--- src/rtl/audio_rx_pkg.sv ---
// Shared types and width helpers for the audio TDM receiver.
package audio_rx_pkg;

  typedef enum logic [1:0] {
    IDLE  = 2'd0,
    ALIGN = 2'd1,
    SHIFT = 2'd2,
    SKIP  = 2'd3
  } rx_state_e;

  // Counter width that still holds n-1 when n is 1.
  function automatic int cnt_w(input int n);
    return (n < 2) ? 1 : $clog2(n);
  endfunction

  localparam int DEF_WL_W   = cnt_w(16);
  localparam int DEF_SLOT_W = cnt_w(32);
  localparam int DEF_CH_W   = cnt_w(2);

endpackage

--- src/rtl/audio_tdm_deserializer_if.sv ---
// Parallel sample output bus: valid/ready word with channel tag plus error pulses.
interface audio_tdm_deserializer_if #(
  parameter int WORD_LENGTH = 16,
  parameter int CHANNELS    = 2
) ();
  logic [WORD_LENGTH-1:0]      out_data;
  logic [$clog2(CHANNELS)-1:0] out_channel;
  logic                        out_valid;
  logic                        out_ready;
  logic                        overrun;
  logic                        frame_err;

  modport master (
    output out_data, out_channel, out_valid, overrun, frame_err,
    input  out_ready
  );

  modport slave (
    input  out_data, out_channel, out_valid, overrun, frame_err,
    output out_ready
  );
endinterface

--- src/rtl/audio_edge_sync.sv ---
// 2-FF synchronizer for one asynchronous pin plus an edge register for rise/fall detect.
module audio_edge_sync (
  input  logic gclk,
  input  logic grst_n,
  input  logic pin_i,
  output logic synced_o,
  output logic rise_o,
  output logic fall_o
);
  logic [2:0] sh_q;

  always_ff @(posedge gclk) begin
    if (!grst_n) sh_q <= '0;
    else         sh_q <= {sh_q[1:0], pin_i};
  end

  assign synced_o = sh_q[1];
  assign rise_o   =  sh_q[1] & ~sh_q[2];
  assign fall_o   = ~sh_q[1] &  sh_q[2];
endmodule

--- src/rtl/audio_tdm_deserializer.sv ---
// Oversampled CODEC ADC receiver: LRCK-framed slots of SLOT_BITS ticks, one word per slot.
// Define AUDIO_I2S_ALIGN_EN for I2S (one-bit delay after LRCK fall); default is left-justified.
module audio_tdm_deserializer
  import audio_rx_pkg::*;
#(
  parameter int WORD_LENGTH = 16,
  parameter int SLOT_BITS   = 32,
  parameter int CHANNELS    = 2
) (
  input  logic CLOCK_50,
  input  logic reset,
  input  logic aud_bclk,
  input  logic aud_lrck,
  input  logic aud_adcdat,
  audio_tdm_deserializer_if.master out_if
);
  localparam int BW = cnt_w(SLOT_BITS);
  localparam int CW = cnt_w(CHANNELS);
  localparam logic [BW-1:0] WL_LAST   = BW'(WORD_LENGTH - 1);
  localparam logic [BW-1:0] SLOT_LAST = BW'(SLOT_BITS - 1);
  localparam logic [CW-1:0] CH_LAST   = CW'(CHANNELS - 1);
`ifdef AUDIO_I2S_ALIGN_EN
  localparam rx_state_e START = ALIGN;
`else
  localparam rx_state_e START = SHIFT;
`endif

  // Pin order: [0]=bclk, [1]=lrck, [2]=adcdat
  logic [2:0] syn, rise, fall;
  audio_edge_sync u_sync [2:0] (
    .gclk    (CLOCK_50),
    .grst_n  (reset),
    .pin_i   ({aud_adcdat, aud_lrck, aud_bclk}),
    .synced_o(syn),
    .rise_o  (rise),
    .fall_o  (fall)
  );

  logic tick, lrck_fall, din, unused_edges;
  assign tick         = rise[0];
  assign lrck_fall    = fall[1];
  assign din          = syn[2];
  assign unused_edges = ^{syn[1:0], rise[2:1], fall[2], fall[0]};

  rx_state_e              state_q, state_d;
  logic [BW-1:0]          bit_q, bit_d;
  logic [CW-1:0]          slot_q, slot_d;
  logic [WORD_LENGTH-1:0] shreg_q, shreg_d, data_q, data_d;
  logic [CW-1:0]          ch_q, ch_d;
  logic                   valid_q, valid_d, ovr_q, ovr_d, ferr_q, ferr_d;
  logic                   last_tick, slot_end, word_done;

  always_ff @(posedge CLOCK_50) begin
    if (!reset) begin
      state_q <= IDLE;
      bit_q   <= '0;
      slot_q  <= '0;
      shreg_q <= '0;
      data_q  <= '0;
      ch_q    <= '0;
      valid_q <= 1'b0;
      ovr_q   <= 1'b0;
      ferr_q  <= 1'b0;
    end else begin
      state_q <= state_d;
      bit_q   <= bit_d;
      slot_q  <= slot_d;
      shreg_q <= shreg_d;
      data_q  <= data_d;
      ch_q    <= ch_d;
      valid_q <= valid_d;
      ovr_q   <= ovr_d;
      ferr_q  <= ferr_d;
    end
  end

  always_comb begin
    state_d   = state_q;
    bit_d     = bit_q;
    slot_d    = slot_q;
    shreg_d   = shreg_q;
    data_d    = data_q;
    ch_d      = ch_q;
    valid_d   = valid_q;
    ovr_d     = 1'b0;
    ferr_d    = 1'b0;
    slot_end  = 1'b0;
    word_done = 1'b0;
    last_tick = tick && (slot_q == CH_LAST) && (bit_q == SLOT_LAST) &&
                (state_q == SHIFT || state_q == SKIP);

    // A coincident LRCK fall swallows the tick unless it closes the frame.
    if (tick && (!lrck_fall || last_tick)) begin
      case (state_q)
        SHIFT: begin
          shreg_d = {shreg_q[WORD_LENGTH-2:0], din};
          if (bit_q == WL_LAST) begin
            word_done = 1'b1;
            if (WORD_LENGTH == SLOT_BITS) slot_end = 1'b1;
            else begin
              state_d = SKIP;
              bit_d   = bit_q + 1'b1;
            end
          end else begin
            bit_d = bit_q + 1'b1;
          end
        end
        SKIP: begin
          if (bit_q == SLOT_LAST) slot_end = 1'b1;
          else                    bit_d    = bit_q + 1'b1;
        end
`ifdef AUDIO_I2S_ALIGN_EN
        ALIGN: state_d = SHIFT;
`endif
        default: ;
      endcase
      if (slot_end) begin
        bit_d = '0;
        if (slot_q == CH_LAST) state_d = IDLE;
        else begin
          slot_d  = slot_q + 1'b1;
          state_d = SHIFT;
        end
      end
    end

    if (lrck_fall) begin
      ferr_d  = (state_q != IDLE) && !last_tick;
      state_d = START;
      bit_d   = '0;
      slot_d  = '0;
    end

    if (word_done && (!valid_q || out_if.out_ready)) begin
      data_d  = shreg_d;
      ch_d    = slot_q;
      valid_d = 1'b1;
    end else begin
      if (word_done)                    ovr_d   = 1'b1;
      if (valid_q && out_if.out_ready)  valid_d = 1'b0;
    end
  end

  assign out_if.out_data    = data_q;
  assign out_if.out_channel = ch_q;
  assign out_if.out_valid   = valid_q;
  assign out_if.overrun     = ovr_q;
  assign out_if.frame_err   = ferr_q;
endmodule

--- src/flat_wrapper.sv ---
// flat-port wrapper written by rule: the top's interface ports become plain ports
module audio_tdm_deserializer_flat import audio_rx_pkg::*;
#(
  parameter int WORD_LENGTH = 16,
  parameter int SLOT_BITS   = 32,
  parameter int CHANNELS    = 2
)
  (CLOCK_50, reset, aud_bclk, aud_lrck, aud_adcdat, out_if_out_data, out_if_out_channel, out_if_out_valid, out_if_overrun, out_if_frame_err, out_if_out_ready);
  audio_tdm_deserializer_if #(.WORD_LENGTH(WORD_LENGTH), .CHANNELS(CHANNELS)) out_if_i ();
  input  logic CLOCK_50;
  input  logic reset;
  input  logic aud_bclk;
  input  logic aud_lrck;
  input  logic aud_adcdat;
  output wire logic [$bits(out_if_i.out_data)-1:0] out_if_out_data;
  output wire logic [$bits(out_if_i.out_channel)-1:0] out_if_out_channel;
  output wire logic [$bits(out_if_i.out_valid)-1:0] out_if_out_valid;
  output wire logic [$bits(out_if_i.overrun)-1:0] out_if_overrun;
  output wire logic [$bits(out_if_i.frame_err)-1:0] out_if_frame_err;
  input wire logic [$bits(out_if_i.out_ready)-1:0] out_if_out_ready;
  assign out_if_out_data = out_if_i.out_data;
  assign out_if_out_channel = out_if_i.out_channel;
  assign out_if_out_valid = out_if_i.out_valid;
  assign out_if_overrun = out_if_i.overrun;
  assign out_if_frame_err = out_if_i.frame_err;
  assign out_if_i.out_ready = out_if_out_ready;
  audio_tdm_deserializer #(.WORD_LENGTH(WORD_LENGTH), .SLOT_BITS(SLOT_BITS), .CHANNELS(CHANNELS)) u_core (.CLOCK_50(CLOCK_50), .reset(reset), .aud_bclk(aud_bclk), .aud_lrck(aud_lrck), .aud_adcdat(aud_adcdat), .out_if(out_if_i));
endmodule
--- config.mk ---
export PLATFORM = sky130hd
export DESIGN_NAME = audio_tdm_deserializer_flat
export DESIGN_NICKNAME = d
export VERILOG_FILES = /design/src/rtl/audio_rx_pkg.sv /design/src/rtl/audio_tdm_deserializer_if.sv /design/src/rtl/audio_edge_sync.sv /design/src/rtl/audio_tdm_deserializer.sv /design/src/flat_wrapper.sv
export SDC_FILE = /design/constraint.sdc
export NUM_CORES = 1
export LEC_CHECK = 0
export CAP_MARGIN = 20
export CORE_MARGIN = 2
export CORE_UTILIZATION = 39
export CTS_BUF_LIST = sky130_fd_sc_hd__clkbuf_16
export DETAILED_ROUTE_END_ITERATION = 8
export SKIP_CTS_REPAIR_TIMING = 1
export SYNTH_ARGS = -nofsm -noshare
export SYNTH_HDL_FRONTEND = slang
export SYNTH_SLANG_ARGS = --single-unit
--- constraint.sdc ---
create_clock -name CLOCK_50 -period 2 [get_ports CLOCK_50]
set_input_delay 0.3 -clock CLOCK_50 [delete_from_list [all_inputs] [get_ports CLOCK_50]]
set_output_delay 0.3 -clock CLOCK_50 [all_outputs]
set_load 0.01 [all_outputs]
Word level (Yosys, flattened, before mapping) --
Index checks and enable logic that the tools add are counted.
Word-level totals: logic and storage cells 74, input port bits 6, output and inout port bits 20, flip-flop bits (word level) 52
Cells by class: bitwise logic cells 5, reduce and logical (&&, ||, !) cells 28, mux-type cells 21, add/sub/neg operators 2, equality and inequality tests 5
Operators with widths (count):
- $mux 16 | 2
- $mux 2 | 6
- $mux 1 | 10
- $mux 5 | 2
- $pmux 5 s2 | 1
- $reduce_bool 2->1 | 5
- $reduce_and 3->1 | 3
- $reduce_bool 3->1 | 3
- $logic_and 1x1->1 | 7
- $add 5x1->5 const B | 1
- $eq 5x4->1 const B | 1
- $eq 5x5->1 const B | 1
- $eq 2x2->1 const B | 2
- $reduce_and 2->1 | 2
- $reduce_or 2->1 | 2
- $logic_not 1->1 | 3
- $logic_or 1x1->1 | 3
- $ne 3x3->1 const B | 1
- $not 1->1 | 3
- $and 1x1->1 | 2
- $add 1x1->1 const B | 1

Logic depth before layout (Yosys ltp) --
word-level depth 11, mapped depth 9, depth with buffers taken out 7

Modules after synthesis --
Synthesis repeated with hierarchy kept, for this count alone.
Second synthesis, totals: cell total of the unflattened synthesis 227, area total of the unflattened synthesis 2118.3 um^2
By module, submodules not included:
- audio_tdm_deserializer | sequential area each 860.8 um^2, times used 1, cells an instance 203, area an instance 1844.3 um^2
- audio_edge_sync | sequential area each 60.1 um^2, times used 3, cells an instance 8, area an instance 91.3 um^2

Worst setup path after synthesis --
OpenSTA, ideal clock, no wires.
path type reg2reg, start reg u_core.bit_q[0], end reg u_core.data_q[10], in the netlist u_core.out_if.out_data[10], path slack 0.034 ns, arrival time 1.843 ns, path buffers 1, required time 1.877 ns, period minus slack after synthesis 1.966 ns, cell stages (with the launch flop) 8, library setup time 0.123 ns, cell sequence dfxtp_1 -> ha_1 -> and3_1 -> ha_1 -> nand2_1 -> a2111oi_4 -> clkbuf_2 -> o21ai_0
On the way: cells in the longest elaborated chain, start to end 7, elaborated cells between the ends (all ways) 11, those cells by class eq/ne (2); mux (4); reduce/logical (5)
RTL lines:
- start, declared | RTL line audio_tdm_deserializer.sv:46 | logic [BW-1:0] bit_q, bit_d;
- start signal, assigned | RTL line audio_tdm_deserializer.sv:66 | bit_q <= bit_d;
- $eq 5x5->1 | RTL line audio_tdm_deserializer.sv:89 | last_tick = tick && (slot_q == CH_LAST) && (bit_q == SLOT_LAST) &&
- $logic_and 1x1->1 (2 in series) | RTL line audio_tdm_deserializer.sv:89
- $logic_or 1x1->1 | RTL line audio_tdm_deserializer.sv:93 | if (tick && (!lrck_fall || last_tick)) begin
- $logic_and 1x1->1 | RTL line audio_tdm_deserializer.sv:93
- $mux 1 | RTL line audio_tdm_deserializer.sv:93
- $logic_and 1x1->1 | RTL line audio_tdm_deserializer.sv:134 | if (word_done && (!valid_q || out_if.out_ready)) begin
- end signal, assigned | RTL line audio_tdm_deserializer.sv:69 | data_q <= data_d;
- end, declared | RTL line audio_tdm_deserializer.sv:48 | logic [WORD_LENGTH-1:0] shreg_q, shreg_d, data_q, data_d;
Several ways; a longest one is shown, not always the timed one. A chain may end at the register's enable or synchronous reset.

Worst setup path in the final report --
start reg u_core.bit_q[0], end reg u_core.data_q[7], in the netlist u_core.out_if.out_data[7]
Same word-level chain as after synthesis.

==> impl_metrics.ini <==
[finish]
fin_nets = 235
syn_to_final_growth_pct = 26.32
layout-drive-gt1-share = 0.1106
stdcell_count = 293
diodes = 0

[yosys]
ys_seq_elements = 51
syn_avg_cell_area_um2 = 9.865
synth_area_um2 = 1963
syn_inst = 199
synth_fp_nets = 208
synth_cell_type_count = 31
yosysWarnings = 0
seq_area_frac_synth = 0.5201

[clock_network]
cts_max_path_buffers = 2
numCtsBuffers = 5
clock-sinks = 51
cts_max_level = 2
cts_tree = built
path_clk_slew_ps = 60
cts_root_buffer = clkbuf_16
clk_latency_ps = 280

[grt]
grt_first_pass_wirelength_um = 5520
grt_pass1_vias = 1208
grt_use_total = 0.1300
overflow = 0
grt_max_degree = 35
antenna_found_initial = 0

[worst_setup_path]
worst-endpoint-arrival_ps = 2060
path_max_fanout = 17
reg2reg_depth = 9
endpoint = u_core.out_if.out_data[7]
worst_setup_path_end_kind = register
required_ps = 2210
rrSetupSlack_ps = 150
r2r-start = u_core.bit_q[0]
start_kind = register
r2r_end = u_core.out_if.out_data[7]
crit_type = register to register
startpoint = u_core.bit_q[0]

[die]
initial_core_util = 0.4102
core_area_um2 = 4786
io_pins = 26
fp.dieW_um = 74.95
row_count = 25
dieArea_um2 = 5618
die_h_um = 74.95

[power]
power_leakage_nw = 0.8166
pwr_density_cell_nw_per_um2 = 799.5
vdd_drop_max_v = 0.0005869

[timing]
finalHoldViolations = 0
worst_pin_slew_ps = 388.0
fin_ws_ps = 148.5
finClkSkew_ps = 3.295
maxClockFrequency_ghz = 0.5401
timing.final.crit_share = 0.9258
period_needed_ps = 1852
finalSetupViolCount = 0
slew_violations = 0
slew-limit-headroom = 0.7414

[min_path]
hp-class = input port to register

[drt]
routed_via_density = 4.771
first_iter_violations = 77
totalWireLength_um = 3376
route.detailed.drc = 0
vias = 1398
wl_per_cell_um = 11.52
ant_nets = 0
firstDrtPassIters = 4

[placed_design]
numPortBuffers = 25
pre_cts_slack_ps = 72.08
dp_hpwl_um = 2131
gp_congestion = 0.8349
dp_cells = 284

[job]
cap_violations = 0

[run_status]
status = finished, final reports clean
==> area by class of cell <==
cell class                 count  area [um2]
multi-input combinational    132       858.3
timing repair buffer          32       340.3
sequential                    51        1023
inverter                       4       15.01
clock inverter                 2       33.78
clock buffer                   5       125.1
tap                           67       83.83
fill                         449        2306
==> cell usage after synthesis (all sizes together) <==
cell / instances / share of area
and2b: 2 / 0.0089
a21oi: 6 / 0.015
inv: 4 / 0.0076
nand3: 20 / 0.051
nand2: 21 / 0.040
nor3: 1 / 0.0025
a211oi: 3 / 0.011
and3b: 1 / 0.0051
nand4bb: 1 / 0.014
nor2: 6 / 0.011
nand3b: 2 / 0.0076
and2: 8 / 0.025
and4: 1 / 0.0045
buf: 6 / 0.025
clkbuf: 5 / 0.012
xnor2: 3 / 0.013
and3: 1 / 0.0032
dfxtp: 51 / 0.52
a2111oi: 1 / 0.014
a21boi: 1 / 0.0038
nand2b: 1 / 0.0032
dlygate4sd1: 1 / 0.0045
ha: 3 / 0.019
o21ai: 19 / 0.048
mux2i: 15 / 0.076
nor2b: 16 / 0.051
==> report_power, final <==
group | internal (W) | switching [W] | total [W]
Clock | 0.000578 | 0.000330 | 0.000907
Sequential | 0.00102 | 0.00000466 | 0.00103
Combinational | 0.0000223 | 0.0000250 | 0.0000473
==> layout by cell type, fill, tap and decap left out <==
master           Yosys  layout
dfxtp_1             51      49
nand4bb_4            1       1
nor2b_1             16      16
clkbuf_16            0       6
buf_2                1       1
nor3_1               1       1
ha_1                 3       2
nor2_1               6       6
buf_12               0       2
inv_1                4       5
nand3_1             20      20
and3_4               0       1
dfxtp_2              0       2
nand3b_1             2       2
a21oi_2              0       1
nand2_2              0       1
clkdlybuf4s50_1      0      24
nand2b_1             1       1
o21ai_0             18      18
xnor2_1              3       3
bufinv_16            0       1
a21boi_0             1       1
mux2i_1             15      15
ha_2                 0       1
o21ai_1              1       1
a211oi_1             3       3
and3b_2              1       1
a21oi_1              6       5
and2b_2              2       2
buf_4                3       4
and4_1               1       1
and2_1               8       8
nand2_1             21      20
a2111oi_4            1       1
==> critical path, stage by stage (launching register included) <==
cell       delay, ps
dfxtp_2          350
ha_1             170
and3_4           190
ha_2             180
nand2_2           90
a2111oi_4        290
buf_4            190
clkbuf_16        170
nand3_1           80
o21ai_0           70
==> sequential cells by signal, summed over array words and instances, names as in the netlist <==
name	flops
u_core.state_q	2
u_core.bit_q	5
u_core.out_if.out_data	16
u_core.out_if.out_channel	1
u_core.u_sync.sh_q	8
u_core.out_if.frame_err	1
u_core.out_if.out_valid	1
u_core.out_if.overrun	1
u_core.slot_q	1
u_core.shreg_q	15
==> layer usage <==
layer | vias to the layer above | share of wire | track usage
met5 | - | 0 | 0
met4 | 0 | 0.021 | 0.07143
met3 | 6 | 0.038 | 0.03213
met2 | 26 | 0.44 | 0.1910
met1 | 642 | 0.50 | 0.1755
li1 | 724 | - | -
==> worst min path at each step <==
| stage | from | endpoint | cells after the start | slack (ps) |
|---|---|---|---|---|
| CTS | reset | u_core.out_if.out_data[15] | 3 | 400 |
| finish | reset | u_core.out_if.frame_err | 3 | 400 |
| floorplan | u_core.u_sync[0].sh_q[0] | u_core.u_sync[0].sh_q[1] | 1 | 410 |
| detailed placement | u_core.u_sync[0].sh_q[0] | u_core.u_sync[0].sh_q[1] | 1 | 420 |
| global route | reset | u_core.u_sync[2].sh_q[1] | 2 | 430 |
| global placement | u_core.u_sync[0].sh_q[0] | u_core.u_sync[0].sh_q[1] | 1 | 410 |
==> logic make-up (layout without fill, tap and decap cells) <==
group                      Yosys count  after routing  synth area share
AOI/OAI and AO/OA                   30             30           0.09306
xor gates and xnor gates             3              3           0.01339
adders and majority gates            3              3           0.01912
buffers and inverters               16             43           0.04971
DFF                                 51             51            0.5201
muxes                               15             15           0.07648
and+or+nand+nor                     81             81            0.2282
==> stage by stage <==
step | util | hold WS, ps | setup TNS, ps | cell area [um2] | power (W)
2_1_floorplan | - | 411.9 | 0 | 1963 | 0.001084
6_report | 0.5182 | 404.1 | 0 | 2480 | 0.001983
4_1_cts | 0.5088 | 405.0 | 0 | 2435 | 0.002011
3_5_place_dp | 0.4756 | 421.0 | 0 | 2276 | 0.001098
5_1_grt | 0.5182 | 434.8 | -3.317 | 2480 | 0.002046
3_3_place_gp | 0.4756 | 413.3 | 0 | 2276 | 0.001098
No activity file was read; power rests on OpenSTA's default activity.
